==> src/rtl/memory_access_unit_pkg.sv <==
// Shared definitions for the load/store memory access unit: funct3 encodings,
// FSM states and the access legality check.
package memory_access_pkg;

    localparam logic [2:0] F3_B  = 3'b000;
    localparam logic [2:0] F3_H  = 3'b001;
    localparam logic [2:0] F3_W  = 3'b010;
    localparam logic [2:0] F3_BU = 3'b100;
    localparam logic [2:0] F3_HU = 3'b101;

    typedef enum logic [1:0] {
        IDLE      = 2'd0,
        LOAD_WAIT = 2'd1,
        RMW_WRITE = 2'd2
    } state_t;

    // Unsigned variants exist only for loads; alignment follows the access size.
    function automatic logic access_fault(input logic [2:0] funct3,
                                          input logic       write,
                                          input logic [1:0] offset);
        logic fault;
        case (funct3)
            F3_B:    fault = 1'b0;
            F3_H:    fault = offset[0];
            F3_W:    fault = (offset != 2'b00);
            F3_BU:   fault = write;
            F3_HU:   fault = write | offset[0];
            default: fault = 1'b1;
        endcase
        return fault;
    endfunction

endpackage

==> src/rtl/memory_access_unit_if.sv <==
// Request/response channel and memory port bundle of the memory access unit.
interface memory_access_unit_if #(
    parameter int ADDRESS_SIZE = 10
) ();
    logic                    req_valid;
    logic                    req_ready;
    logic                    req_write;
    logic [2:0]              req_funct3;
    logic [ADDRESS_SIZE+1:0] req_address;
    logic [31:0]             req_write_data;
    logic                    resp_valid;
    logic [31:0]             resp_read_data;
    logic                    resp_fault;
    logic                    mem_read_enable;
    logic [ADDRESS_SIZE-1:0] mem_read_address;
    logic                    mem_write_enable;
    logic [ADDRESS_SIZE-1:0] mem_write_address;
    logic [31:0]             mem_write_data;
    logic [31:0]             mem_read_data;

    modport slave (
        input  req_valid, req_write, req_funct3, req_address, req_write_data, mem_read_data,
        output req_ready, resp_valid, resp_read_data, resp_fault,
               mem_read_enable, mem_read_address, mem_write_enable, mem_write_address, mem_write_data
    );

    modport master (
        output req_valid, req_write, req_funct3, req_address, req_write_data, mem_read_data,
        input  req_ready, resp_valid, resp_read_data, resp_fault,
               mem_read_enable, mem_read_address, mem_write_enable, mem_write_address, mem_write_data
    );
endinterface

==> src/rtl/memory_access_unit_byte_lane_merge.sv <==
// Replaces one byte or halfword lane of a little-endian word with new store data.
module byte_lane_merge (
    input  logic [31:0] old_word,
    input  logic [15:0] new_data,
    input  logic [1:0]  offset,
    input  logic        half,
    output logic [31:0] merged
);
    always_comb begin
        merged = old_word;
        if (half) begin
            if (offset[1]) merged[31:16] = new_data;
            else           merged[15:0]  = new_data;
        end else begin
            case (offset)
                2'd0:    merged[7:0]   = new_data[7:0];
                2'd1:    merged[15:8]  = new_data[7:0];
                2'd2:    merged[23:16] = new_data[7:0];
                default: merged[31:24] = new_data[7:0];
            endcase
        end
    end
endmodule

==> src/rtl/memory_access_unit.sv <==
// RV32I load/store controller for a word-addressed block memory with a
// one-cycle registered read; sub-word stores use read-modify-write.
module memory_access_unit
    import memory_access_pkg::*;
#(
    parameter int ADDRESS_SIZE = 10,
    parameter int WORD_SIZE    = 32
) (
    input  logic                clk,
    input  logic                rst_n,
    memory_access_unit_if.slave bus
);
    state_t                  state;
    logic [ADDRESS_SIZE-1:0] lat_addr;
    logic [1:0]              lat_offset;
    logic [2:0]              lat_funct3;
    logic [15:0]             lat_data;

    logic                    accept;
    logic                    fault;
    logic [ADDRESS_SIZE-1:0] word_addr;
    logic [1:0]              offset;
    logic [31:0]             merged;
    logic [7:0]              lane_byte;
    logic [15:0]             lane_half;
    logic [WORD_SIZE-1:0]    load_result;

    assign word_addr     = bus.req_address[ADDRESS_SIZE+1:2];
    assign offset        = bus.req_address[1:0];
    assign bus.req_ready = rst_n && (state == IDLE);
    assign accept        = bus.req_valid && bus.req_ready;
    assign fault         = access_fault(bus.req_funct3, bus.req_write, offset);

    byte_lane_merge u_merge (
        .old_word (bus.mem_read_data),
        .new_data (lat_data),
        .offset   (lat_offset),
        .half     (lat_funct3 == F3_H),
        .merged   (merged)
    );

    // Memory strobes are combinational so the read lands in the accept cycle.
    always_comb begin
        bus.mem_read_enable   = 1'b0;
        bus.mem_read_address  = word_addr;
        bus.mem_write_enable  = 1'b0;
        bus.mem_write_address = word_addr;
        bus.mem_write_data    = bus.req_write_data;
        if (state == RMW_WRITE) begin
            bus.mem_write_enable  = rst_n;
            bus.mem_write_address = lat_addr;
            bus.mem_write_data    = merged;
        end else if (accept && !fault) begin
            if (bus.req_write && (bus.req_funct3 == F3_W)) bus.mem_write_enable = 1'b1;
            else                                            bus.mem_read_enable  = 1'b1;
        end
    end

    assign lane_byte = bus.mem_read_data[{lat_offset, 3'b000} +: 8];
    assign lane_half = lat_offset[1] ? bus.mem_read_data[31:16] : bus.mem_read_data[15:0];

    always_comb begin
        case (lat_funct3)
            F3_B:    load_result = {{24{lane_byte[7]}}, lane_byte};
            F3_BU:   load_result = {24'h0, lane_byte};
            F3_H:    load_result = {{16{lane_half[15]}}, lane_half};
            F3_HU:   load_result = {16'h0, lane_half};
            default: load_result = bus.mem_read_data;
        endcase
    end

    always_ff @(posedge clk or negedge rst_n) begin
        if (!rst_n) begin
            state              <= IDLE;
            lat_addr           <= '0;
            lat_offset         <= '0;
            lat_funct3         <= '0;
            lat_data           <= '0;
            bus.resp_valid     <= 1'b0;
            bus.resp_fault     <= 1'b0;
            bus.resp_read_data <= '0;
        end else begin
            bus.resp_valid     <= 1'b0;
            bus.resp_fault     <= 1'b0;
            bus.resp_read_data <= '0;
            case (state)
                IDLE: begin
                    if (accept) begin
                        lat_addr   <= word_addr;
                        lat_offset <= offset;
                        lat_funct3 <= bus.req_funct3;
                        lat_data   <= bus.req_write_data[15:0];
                        if (fault) begin
                            bus.resp_valid <= 1'b1;
                            bus.resp_fault <= 1'b1;
                        end else if (!bus.req_write) begin
                            state <= LOAD_WAIT;
                        end else if (bus.req_funct3 == F3_W) begin
                            bus.resp_valid <= 1'b1;
                        end else begin
                            state <= RMW_WRITE;
                        end
                    end
                end
                LOAD_WAIT: begin
                    bus.resp_valid     <= 1'b1;
                    bus.resp_read_data <= load_result;
                    state              <= IDLE;
                end
                RMW_WRITE: begin
                    bus.resp_valid <= 1'b1;
                    state          <= IDLE;
                end
                default: state <= IDLE;
            endcase
        end
    end
endmodule
==> src/flat_wrapper.sv <==
// flat-port wrapper written by rule: the top's interface ports become plain ports
module memory_access_unit_flat import memory_access_pkg::*;
#(
    parameter int ADDRESS_SIZE = 10,
    parameter int WORD_SIZE    = 32
)
  (clk, rst_n, bus_req_valid, bus_req_write, bus_req_funct3, bus_req_address, bus_req_write_data, bus_mem_read_data, bus_req_ready, bus_resp_valid, bus_resp_read_data, bus_resp_fault, bus_mem_read_enable, bus_mem_read_address, bus_mem_write_enable, bus_mem_write_address, bus_mem_write_data);
  memory_access_unit_if #(.ADDRESS_SIZE(ADDRESS_SIZE)) bus_i ();
  input  logic clk;
  input  logic rst_n;
  input wire logic [$bits(bus_i.req_valid)-1:0] bus_req_valid;
  input wire logic [$bits(bus_i.req_write)-1:0] bus_req_write;
  input wire logic [$bits(bus_i.req_funct3)-1:0] bus_req_funct3;
  input wire logic [$bits(bus_i.req_address)-1:0] bus_req_address;
  input wire logic [$bits(bus_i.req_write_data)-1:0] bus_req_write_data;
  input wire logic [$bits(bus_i.mem_read_data)-1:0] bus_mem_read_data;
  output wire logic [$bits(bus_i.req_ready)-1:0] bus_req_ready;
  output wire logic [$bits(bus_i.resp_valid)-1:0] bus_resp_valid;
  output wire logic [$bits(bus_i.resp_read_data)-1:0] bus_resp_read_data;
  output wire logic [$bits(bus_i.resp_fault)-1:0] bus_resp_fault;
  output wire logic [$bits(bus_i.mem_read_enable)-1:0] bus_mem_read_enable;
  output wire logic [$bits(bus_i.mem_read_address)-1:0] bus_mem_read_address;
  output wire logic [$bits(bus_i.mem_write_enable)-1:0] bus_mem_write_enable;
  output wire logic [$bits(bus_i.mem_write_address)-1:0] bus_mem_write_address;
  output wire logic [$bits(bus_i.mem_write_data)-1:0] bus_mem_write_data;
  assign bus_i.req_valid = bus_req_valid;
  assign bus_i.req_write = bus_req_write;
  assign bus_i.req_funct3 = bus_req_funct3;
  assign bus_i.req_address = bus_req_address;
  assign bus_i.req_write_data = bus_req_write_data;
  assign bus_i.mem_read_data = bus_mem_read_data;
  assign bus_req_ready = bus_i.req_ready;
  assign bus_resp_valid = bus_i.resp_valid;
  assign bus_resp_read_data = bus_i.resp_read_data;
  assign bus_resp_fault = bus_i.resp_fault;
  assign bus_mem_read_enable = bus_i.mem_read_enable;
  assign bus_mem_read_address = bus_i.mem_read_address;
  assign bus_mem_write_enable = bus_i.mem_write_enable;
  assign bus_mem_write_address = bus_i.mem_write_address;
  assign bus_mem_write_data = bus_i.mem_write_data;
  memory_access_unit #(.ADDRESS_SIZE(ADDRESS_SIZE), .WORD_SIZE(WORD_SIZE)) u_core (.clk(clk), .rst_n(rst_n), .bus(bus_i));
endmodule
==> config.mk <==
export PLATFORM = sky130hd
export DESIGN_NAME = memory_access_unit_flat
export DESIGN_NICKNAME = d
export VERILOG_FILES = /design/src/rtl/memory_access_unit_pkg.sv /design/src/rtl/memory_access_unit_if.sv /design/src/rtl/memory_access_unit_byte_lane_merge.sv /design/src/rtl/memory_access_unit.sv /design/src/flat_wrapper.sv
export SDC_FILE = /design/constraint.sdc
export NUM_CORES = 1
export LEC_CHECK = 0
export CAP_MARGIN = 20
export CORE_AREA = 5 5 89 132
export DETAILED_ROUTE_END_ITERATION = 8
export DIE_AREA = 0 0 94 137
export GPL_TIMING_DRIVEN = 0
export PLACE_DENSITY = 0.71
export SETUP_SLACK_MARGIN = 0.15
export SYNTH_ARGS = -nofsm -noshare
export SYNTH_HDL_FRONTEND = slang
export SYNTH_SLANG_ARGS = --single-unit
==> constraint.sdc <==
create_clock -name clk -period 2.9 [get_ports clk]
set_clock_uncertainty 0.15 [all_clocks]
set_input_delay 0.58 -clock clk [delete_from_list [all_inputs] [get_ports clk]]
set_output_delay 0.58 -clock clk [all_outputs]
set_load 0.02 [all_outputs]
==> results.md, run 1 <==
* Status: complete, but fails checks
* Failing checks: negative hold slack
* I/O Buffers at 171
* Placed cell area at 0.00599 mm²
* Layout cells sized above 1 at 30.9%
* Final setup violation count at 0
* Vias per std cell at 5.69
* Synth warn at 0
* DP Worst Slack at -0.568 ns
* Final min period at 2.84 ns
* Finished Cell Area at 0.00666 mm²
* RR Endpoint: u_core.bus.resp_read_data[27]$_DFF_PN0_
* Max cap viols at 0
* EDFF count, synth at 0
* Top FF cell, synth: dfrtp_1
* Startpoint types: register
* Global-route usage over all layers at 24.8%
* Hold Vio Cnt, Final at 6
* Post-synthesis sequential area ratio at 40.9%
* Gate Count Post-Synth at 417
* RR Startpoint: u_core.state[1]$_DFFE_PN0P_
* Synthesis-stage register bit count at 67
* Initial antenna violation count at 0
* CTS root buf: clkbuf_16
* R2R cell count at 6
* Site Rows at 46
* Setup ws final at 0.0586 ns
* Power Density at 1030 mW/mm²
* Syn Nets at 504
* Die width at 94 µm
* Initial Util at 39.1%
* WL per Instance at 21.3 µm
* Most frequent cells in the layout: clkdlybuf4s50_1, dfrtp_1, mux2_2, buf_4, nor2_1
* Synth Area per Inst at 9.83 µm²
* First-pass GRT wire length at 24400 µm
* Final nets at 701
* Antenna diode count at 0
* Core area at 0.0105 mm²
* Worst-Skew Late Latency at 0.33 ns
* CTS tree: yes
* Least-Margin Pin Slew at 0.581 ns
* Final GP Congestion at 0.964
* Fin. max-slew vios at 0
* Vias in the first global route at 4532
* H-Tree Level Count at 3
* Lkg Pwr at 2.73 nW
* Req. time, crit path at 2.17 ns
* Area grow syn2layout at 62.6%
* Initial DRC Count at 211
* Yosys cell types at 49
* Hold crit path type: input port to asynchronous set/reset pin
* Max Root-Sink Buffers at 2
* Io pins at 172
* Routed wire length at 16200 µm
* # clock sinks at 67
* Reg clk slew, reported paths at 0.06 ns
* Total power at 0.00683 W
* Final period utilization at 98.0%
* Largest net degree at the start of global routing at 72
* Vias at 4342
* Maximum VDD drop at 524 µV
* CP Max Fanout at 9
* Num CTS Buffers at 9
* Fin Hold WS at -0.0153 ns
* Die area at 0.0129 mm²
* Kind of end point of the critical path: output pin
* TritonRoute pass-1 iters at 5
* Final HPWL DP at 12300 µm
* Cell Area, Synth at 0.00410 mm²
* CP Class: register to output pin
* Overflow after GRT at 0
* RSZ-0062 raised after global routing: true
* Post-synth ARST share at 100%
* Setup TNS at 0 ns
* Critical path arrival at 2.11 ns
* Most common cell after layout, fill and taps aside: clkdlybuf4s50_1
* DRC Markers at 0
* Highest clock rate at 352 MHz
* Worst reg-to-reg setup slack at 0.68 ns
* Die height at 137 µm
* Final ANT Viol Nets at 0
* Core Util, Final at 63.6%
* Rel. slew slack at 61.2%
metal layers:
layer  part of all wire [%]  track usage [%]  vias up
li1                       -                -     1941
met1                     34             25.7     2092
met2                     53             45.7      253
met3                    8.1             6.66       56
met4                    4.2             11.6        0
met5                      0                0        -
power by group:
part | total (W) | switching (W) | internal [W]
clock network | 0.00134 | 0.000417 | 0.000925
registers | 0.00156 | 0.000276 | 0.00129
logic | 0.00393 | 0.00216 | 0.00177
total | 0.00683 | 0.00285 | 0.00398
worst max-delay path by stage:
stage | cells past startpoint | from | end
floorplan | 7 | u_core.state[0]$_DFFE_PN0P_ | bus_mem_write_data[16]
global placement | 5 | rst_n | bus_mem_write_enable
detailed placement | 6 | rst_n | bus_mem_read_enable
CTS | 7 | u_core.lat_funct3[0]$_DFFE_PN0P_ | bus_mem_write_data[29]
global route | 7 | u_core.state[0]$_DFFE_PN0P_ | bus_mem_write_data[29]
finish | 7 | u_core.state[0]$_DFFE_PN0P_ | bus_mem_write_data[29]
cell families after synthesis:
| group | Yosys count | share of synthesized area [%] |
|---|---|---|
| flip-flops | 67 | 40.9 |
| buffers and inverters | 55 | 6.81 |
| AO/OA/AOI/OAI | 108 | 18.5 |
| multiplexers | 58 | 16.1 |
| AND/OR/NAND/NOR | 125 | 16.5 |
| adder cells (fa/ha/maj) | 4 | 1.22 |
through the flow:
stage,instances,hold WS [ns]
after detailed placement,732,0.342
after global routing,763,0.0206
final,763,-0.0153
after global placement,732,0.333
after CTS,754,0.00547
after floorplan,417,0.134
cell type report:
class | count | area (µm²)
timing repair buffer | 186 | 1690
clock buffer | 9 | 225
multi-input combinational | 295 | 2350
sequential | 67 | 1680
buffer | 48 | 372
fill | 895 | 3810
inverter | 7 | 26.3
tap | 144 | 180
clock inverter | 7 | 140
Yosys cell counts (6+ instances only):
master     number  area (µm²)
a2111oi_0       7        61.3
a211oi_1        9        67.6
a21oi_1         8        40.0
a31oi_1        16         100
buf_2           7        35.0
buf_4          15         113
clkbuf_1       20        75.1
dfrtp_1        67        1680
inv_1           6        22.5
mux2_2         42         473
mux2i_1        14         140
nand2_1        22        82.6
nand2b_1       10        62.6
nand3_1        18        90.1
nor2_1         38         143
nor4b_1         8        70.1
o2111a_1        6        67.6
o211ai_1        9        67.6
o21ai_0        26         130
o22ai_1         8        50.1
o32ai_1         8        70.1
or3_1           6        37.5
sequential cells by signal (all words and copies together), names as in the netlist:
name                       cells
u_core.state                   2
u_core.lat_addr               10
u_core.bus.resp_fault          1
u_core.lat_offset              2
u_core.bus.resp_valid          1
u_core.lat_data               16
u_core.lat_funct3              3
u_core.bus.resp_read_data     32
worst max-delay path, stage by stage, from the launching register on:
cell             delay, ns
dfrtp_1               0.38
inv_1                 0.10
ha_1                  0.16
buf_4                 0.17
a21bo_4               0.29
o32ai_1               0.28
a21oi_1               0.11
clkdlybuf4s15_2       0.28
timing repair:
item | 4_1_cts | 5_1_grt
buffers inserted | 6 | 9
hold buffers | 0 | 0
endpoints found under the setup margin | 45 | 41
pin swaps | 2 | 14
resized for setup | 212 | 67
Power figures use the tool's default switching activity.
==> inputs of run 2 (changes only) <==
- CORE_AREA: 5 5 89 132 -> 5 5 137 87
- DIE_AREA: 0 0 94 137 -> 0 0 142 92
==> results.md, run 2 (same netlist as run 1, synthesis figures left out) <==
* Status: complete, but fails checks
* Failing checks: negative hold slack
* Met1 Usage GRT at 34.6% (+8.8 points)
* Fillers at 872 (-2.6%)
* Initial DRC Count at 498 (+140%)
* Vias in the first global route at 4375 (-3.5%)
* CTS root buf: clkbuf_16
* Fin. max-slew vios at 0 (unchanged)
* Biggest regs: u_core.bus.resp_read_data: 32 flops, u_core.lat_data: 16 flops, u_core.lat_addr: 10 flops
* Num CTS Buffers at 9 (unchanged)
* DRC Markers at 0 (unchanged)
* Slowest cell on crit path: dfrtp_1
* Initial Util at 39.5% (+0.37 points)
* Global-route usage over all layers at 24.3% (-0.56 points)
* Die area at 0.0131 mm² (+1.4%)
* Overflow after GRT at 0 (unchanged)
* Lkg Pwr at 2.71 nW (-0.66%)
* CTS Hold Bufs at 0 (unchanged)
* Largest net degree at the start of global routing at 72 (unchanged)
* Switch share at 43.7% (+2.0 points)
* Req. time, crit path at 2.17 ns (about the same)
* Maximum VDD drop at 484 µV (-7.5%)
* Finished Cell Area at 0.00657 mm² (-1.4%)
* Core Util, Final at 63.3% (-0.31 points)
* Most frequent cells in the layout: clkdlybuf4s50_1, dfrtp_1, mux2_2, nor2_1, buf_2
* H-Tree Level Count at 3 (unchanged)
* Placed cell area at 0.00598 mm² (-0.10%)
* Layout cells sized above 1 at 32.1% (+1.2 points)
* Initial antenna violation count at 0 (unchanged)
* P_int at 0.00362 W (-9.1%)
* Met2 Track Usage GR at 35.9% (-9.8 points)
* Routed wire length at 16100 µm (-0.79%)
* Max reg flops at 32 (unchanged)
* Startpoint types: register
* # clock sinks at 67 (unchanged)
* Final min period at 2.75 ns (-0.0925 ns)
* Die width at 142 µm (+51%)
* Io pins at 172 (unchanged)
* Switching power at 0.00281 W (-1.4%)
* Total power at 0.00643 W (-5.9%)
* Core area at 0.0104 mm² (-0.93%)
* Flop pwr share at 24.1% (+1.2 points)
* Least-Margin Pin Slew at 0.553 ns (-0.0280 ns)
* Max Root-Sink Buffers at 2 (unchanged)
* Combinational power share at 60.0% (+2.5 points)
* CP Class: register to output pin
* TritonRoute pass-1 iters at 5 (unchanged)
* Highest clock rate at 364 MHz (+3.4%)
* CTS tree: yes
* Met3 Usage GRT at 7.54% (+0.88 points)
* Crit-path cells: buf_6 > nor3b_2 > buf_6 > buf_6 > mux2i_4 > a211oi_2 > buf_4
* Final nets at 696 (-0.71%)
* Reg clk slew, reported paths at 0.05 ns (about the same)
* Vias per std cell at 5.72 (+0.44%)
* Final period utilization at 94.8% (-3.2 points)
* Max stage delay on crit path at 0.39 ns (about the same)
* CP Max Fanout at 10 (+1)
* Biggest register: u_core.bus.resp_read_data
* RSZ-0062 raised after global routing: true
* I/O Buffers at 171 (unchanged)
* Kind of end point of the critical path: output pin
* Most common cell after layout, fill and taps aside: clkdlybuf4s50_1
* Final ANT Viol Nets at 0 (unchanged)
* Vias at 4304 (-0.88%)
* Site Rows at 29 (-37%)
* WL per Instance at 21.4 µm (+0.53%)
* First-pass GRT wire length at 24600 µm (+0.74%)
* Final HPWL DP at 12000 µm (-2.2%)
* Clock power share at 15.9% (-3.7 points)
* Worst-Skew Late Latency at 0.33 ns (about the same)
* Final setup violation count at 0 (unchanged)
* CP delay by family, top: buffers and inverters
* Die height at 92 µm (-33%)
* Rel. slew slack at 63.1% (+1.9 points)
* Area grow syn2layout at 60.3%
* Worst path most repeated cell: buf_6
* Antenna diode count at 0 (unchanged)
* Hold Vio Cnt, Final at 19 (+13)
* Fin Hold WS at -0.0112 ns (+0.00405 ns)
* Hold crit path type: input port to asynchronous set/reset pin
* Power Density at 979 mW/mm² (-4.6%)
* Busiest grt layer: met2
* Max cap viols at 0 (unchanged)
* WP buf/inv at 4 (+1)
* Critical path arrival at 2.02 ns (-0.09 ns)
* Final GP Congestion at 0.880 (-8.8%)
[run 2: cell count changes in the layout (fill, tap and decap cells not counted), sizes merged]
| cell | before | now |
|---|---|---|
| bufinv | 4 | 0 |
| clkinv | 2 | 3 |
| dlymetal6s2s | 1 | 5 |
| clkdlybuf4s50 | 125 | 120 |
| clkdlybuf4s15 | 3 | 4 |
| clkbuf | 35 | 33 |
[run 2: worst paths after layout]
check | slack (ns) | cells past startpoint | end | from
min in group clk | 0.35 | 1 | u_core.lat_addr[0]$_DFFE_PN0P_ | u_core.lat_addr[0]$_DFFE_PN0P_
max in group asynchronous | 2.28 | 1 | u_core.lat_offset[1]$_DFFE_PN0P_ | rst_n
worst min register to register | 0.35 | 1 | u_core.lat_addr[0]$_DFFE_PN0P_ | u_core.lat_addr[0]$_DFFE_PN0P_
worst max register to register | 0.78 | 5 | u_core.bus.resp_read_data[11]$_DFF_PN0_ | u_core.state[1]$_DFFE_PN0P_
worst max-delay path | 0.15 | 7 | bus_mem_write_data[12] | u_core.lat_funct3[0]$_DFFE_PN0P_
worst min-delay path | -0.01 | 1 | u_core.lat_data[9]$_DFFE_PN0P_ | rst_n
[run 2: timing repair]
| item | 4_1_cts | 5_1_grt |
|---|---|---|
| pin swaps | 4 | 6 |
| setup endpoints to repair | 45 | 40 |
| setup buffers | 10 | 1 |
| gates resized for setup | 216 | 70 |
[run 2: per-layer routing]
metal  share of wire, %  up-vias
li1                   -     1934
met1                 44     2087
met2                 44      253
met3                 11       30
met4                1.7        0
met5                  0        -
[run 2: layout make-up]
cell class | instances | area [µm²] | share of cell area, %
Multi-Input combinational cell | 295 | 2430 | 36.9
Sequential cell | 67 | 1680 | 25.6
Timing Repair Buffer | 182 | 1640 | 25.0
Buffer | 47 | 338 | 5.14
Clock buffer | 12 | 256 | 3.91
Tap cell | 139 | 174 | 2.65
Inverter | 7 | 26.3 | 0.400
Clock inverter | 4 | 25.0 | 0.381
[run 2: power by group through the flow]
| stage | Clock (W) | Sequential (W) | Combinational [W] |
|---|---|---|---|
| 6_report | 0.00102 | 0.00155 | 0.00386 |
| 5_1_grt | 0.00109 | 0.00159 | 0.00411 |
| 4_1_cts | 0.00103 | 0.00152 | 0.00368 |
| 3_5_place_dp | 0 | 0.00155 | 0.00351 |
| 3_3_place_gp | 0 | 0.00153 | 0.00346 |
| 2_1_floorplan | 0 | 0.00162 | 0.00204 |
[run 2: stage by stage]
stage	TNS (ns)	setup WS, ns	instances
floorplan	0	0.377	417
global placement	-160.98	-2.77	727
detailed placement	-12.13	-0.609	727
CTS	0	0.151	753
global route	0	0.0872	753
finish	0	0.151	753
==> inputs of run 3 (changes only) <==
- DONT_BUFFER_PORTS: default -> 1
- PLACE_DENSITY: 0.71 -> 0.5
==> results.md, run 3 (same netlist as run 1, synthesis figures left out) <==
* Status: complete, no violations
* Site Rows at 29 (unchanged)
* Die height at 92 µm (unchanged)
* Most common cell after layout, fill and taps aside: dfrtp_1
* Worst-Skew Late Latency at 0.34 ns (about the same)
* Final nets at 520 (-25%)
* Core Util, Final at 50.6% (-13 points)
* Setup TNS at 0 ns (unchanged)
* Max Root-Sink Buffers at 2 (unchanged)
* Routed wire length at 15300 µm (-5.0%)
* CP Class: register to output pin
* Finished Cell Area at 0.00526 mm² (-20%)
* Die area at 0.0131 mm² (unchanged)
* Hold Vio Cnt, Final at 0 (-19)
* Vias at 3611 (-16%)
* Layout cells sized above 1 at 39.3% (+7.2 points)
* Final ANT Viol Nets at 0 (unchanged)
* Final min period at 2.71 ns (-0.0431 ns)
* Biggest regs: u_core.bus.resp_read_data: 32 flops, u_core.lat_data: 16 flops, u_core.lat_addr: 10 flops
* Largest net degree at the start of global routing at 68 (-5.6%)
* Fin Hold WS at 0.213 ns (+0.224 ns)
* DP Worst Slack at -0.166 ns (+0.443 ns)
* Vias per std cell at 6.26 (+9.5%)
* Io pins at 172 (unchanged)
* Req. time, crit path at 2.17 ns (about the same)
* Least-Margin Pin Slew at 0.616 ns (+0.0624 ns)
* RSZ-0062 raised after global routing: true
* CTS tree: yes
* Reg clk slew, reported paths at 0.06 ns (about the same)
* Max reg flops at 32 (unchanged)
* First-pass GRT wire length at 22900 µm (-6.9%)
* Hold crit path type: input port to register
* # clock sinks at 67 (unchanged)
* Power Density at 1180 mW/mm² (+20%)
* Overflow after GRT at 0 (unchanged)
* Met1 Usage GRT at 32.5% (-2.1 points)
* CP Max Fanout at 9 (-1)
* Antenna diode count at 0 (unchanged)
* Rel. slew slack at 58.9% (-4.2 points)
* Lkg Pwr at 2.01 nW (-26%)
* Highest clock rate at 370 MHz (+1.6%)
* Busiest grt layer: met1
* Area grow syn2layout at 28.2%
* Max cap viols at 0 (unchanged)
* Placed cell area at 0.00427 mm² (-29%)
* Final GP Congestion at 0.924 (+5.1%)
* Most frequent cells in the layout: dfrtp_1, mux2_2, nor2_1, o21ai_0, nand2_1
* Initial Util at 39.5% (unchanged)
* TritonRoute pass-1 iters at 5 (unchanged)
* I/O Buffers at 0 (-100%)
* Vias in the first global route at 3668 (-16%)
* Met3 Usage GRT at 11.3% (+3.8 points)
* Core area at 0.0104 mm² (unchanged)
* Setup ws final at 0.194 ns (+0.0431 ns)
* Initial DRC Count at 319 (-36%)
* Critical path arrival at 1.98 ns (-0.04 ns)
* Die width at 142 µm (unchanged)
* Met2 Track Usage GR at 32.1% (-3.8 points)
* Final period utilization at 93.3% (-1.5 points)
* Final setup violation count at 0 (unchanged)
* CTS root buf: clkbuf_16
* Global-route usage over all layers at 23.3% (-0.96 points)
* H-Tree Level Count at 3 (unchanged)
* Fin. max-slew vios at 0 (unchanged)
* Initial antenna violation count at 0 (unchanged)
* Kind of end point of the critical path: output pin
* Num CTS Buffers at 9 (unchanged)
* DRC Markers at 0 (unchanged)
* Final HPWL DP at 11600 µm (-3.8%)
* WL per Instance at 26.6 µm (+24%)
* Maximum VDD drop at 449 µV (-7.4%)
* Startpoint types: register
* Biggest register: u_core.bus.resp_read_data
run 3: per-stage QoR:
step / power, W / instances
detailed placement: 0.00427 / 556
global route: 0.00653 / 577
floorplan: 0.00365 / 417
global placement: 0.00422 / 556
finish: 0.00619 / 577
CTS: 0.00599 / 576
run 3: per-layer routing:
metal | part of all wire (%) | wire length, µm
met2 | 42 | 6400
met5 | 0 | 0
met4 | 1.7 | 257
met1 | 44 | 6720
met3 | 13 | 1940
run 3: report_power, final:
part / total (W) / internal, W / switching, W
Sequential: 0.00173 / 0.00129 / 0.000444
Combinational: 0.00335 / 0.00130 / 0.00205
Clock: 0.00111 / 0.000688 / 0.000425
run 3: critical path, stage by stage (launching register included):
cell     delay, ns
dfrtp_1       0.43
inv_1         0.10
ha_1          0.14
buf_2         0.20
a21bo_2       0.31
o32ai_1       0.33
a21oi_2       0.13
run 3: final cells by class:
class,count,area (µm²)
buffer,47,337
clock buffer,10,239
clock inverter,6,65.1
fill,970,5120
inverter,7,26.3
multi-input combinational,295,2650
sequential,67,1680
tap,139,174
timing repair buffer,6,80.1
run 3: repair_timing:
| item | in CTS | in global routing |
|---|---|---|
| gates resized for setup | 97 | 34 |
| setup endpoints to repair | 44 | 43 |
| hold buffers | 2 | 0 |
| endpoints found under the hold margin | 67 | 0 |
| pin swaps | 5 | 5 |
| buffers inserted | 3 | 1 |
run 3: path summary, 6_finish.rpt:
| kind | start | to | slack [ns] | depth (start not counted) |
|---|---|---|---|---|
| worst min register to register | u_core.lat_addr[9]$_DFFE_PN0P_ | u_core.lat_addr[9]$_DFFE_PN0P_ | 0.35 | 1 |
| worst min-delay path | bus_mem_read_data[30] | u_core.bus.resp_read_data[30]$_DFF_PN0_ | 0.21 | 2 |
| worst max-delay path | u_core.state[0]$_DFFE_PN0P_ | bus_mem_write_data[26] | 0.19 | 6 |
| max in group asynchronous | rst_n | u_core.bus.resp_read_data[15]$_DFF_PN0_ | 1.66 | 2 |
| min in group asynchronous | rst_n | u_core.state[1]$_DFFE_PN0P_ | 0.66 | 2 |
| worst max register to register | u_core.state[1]$_DFFE_PN0P_ | u_core.bus.resp_read_data[12]$_DFF_PN0_ | 0.73 | 5 |
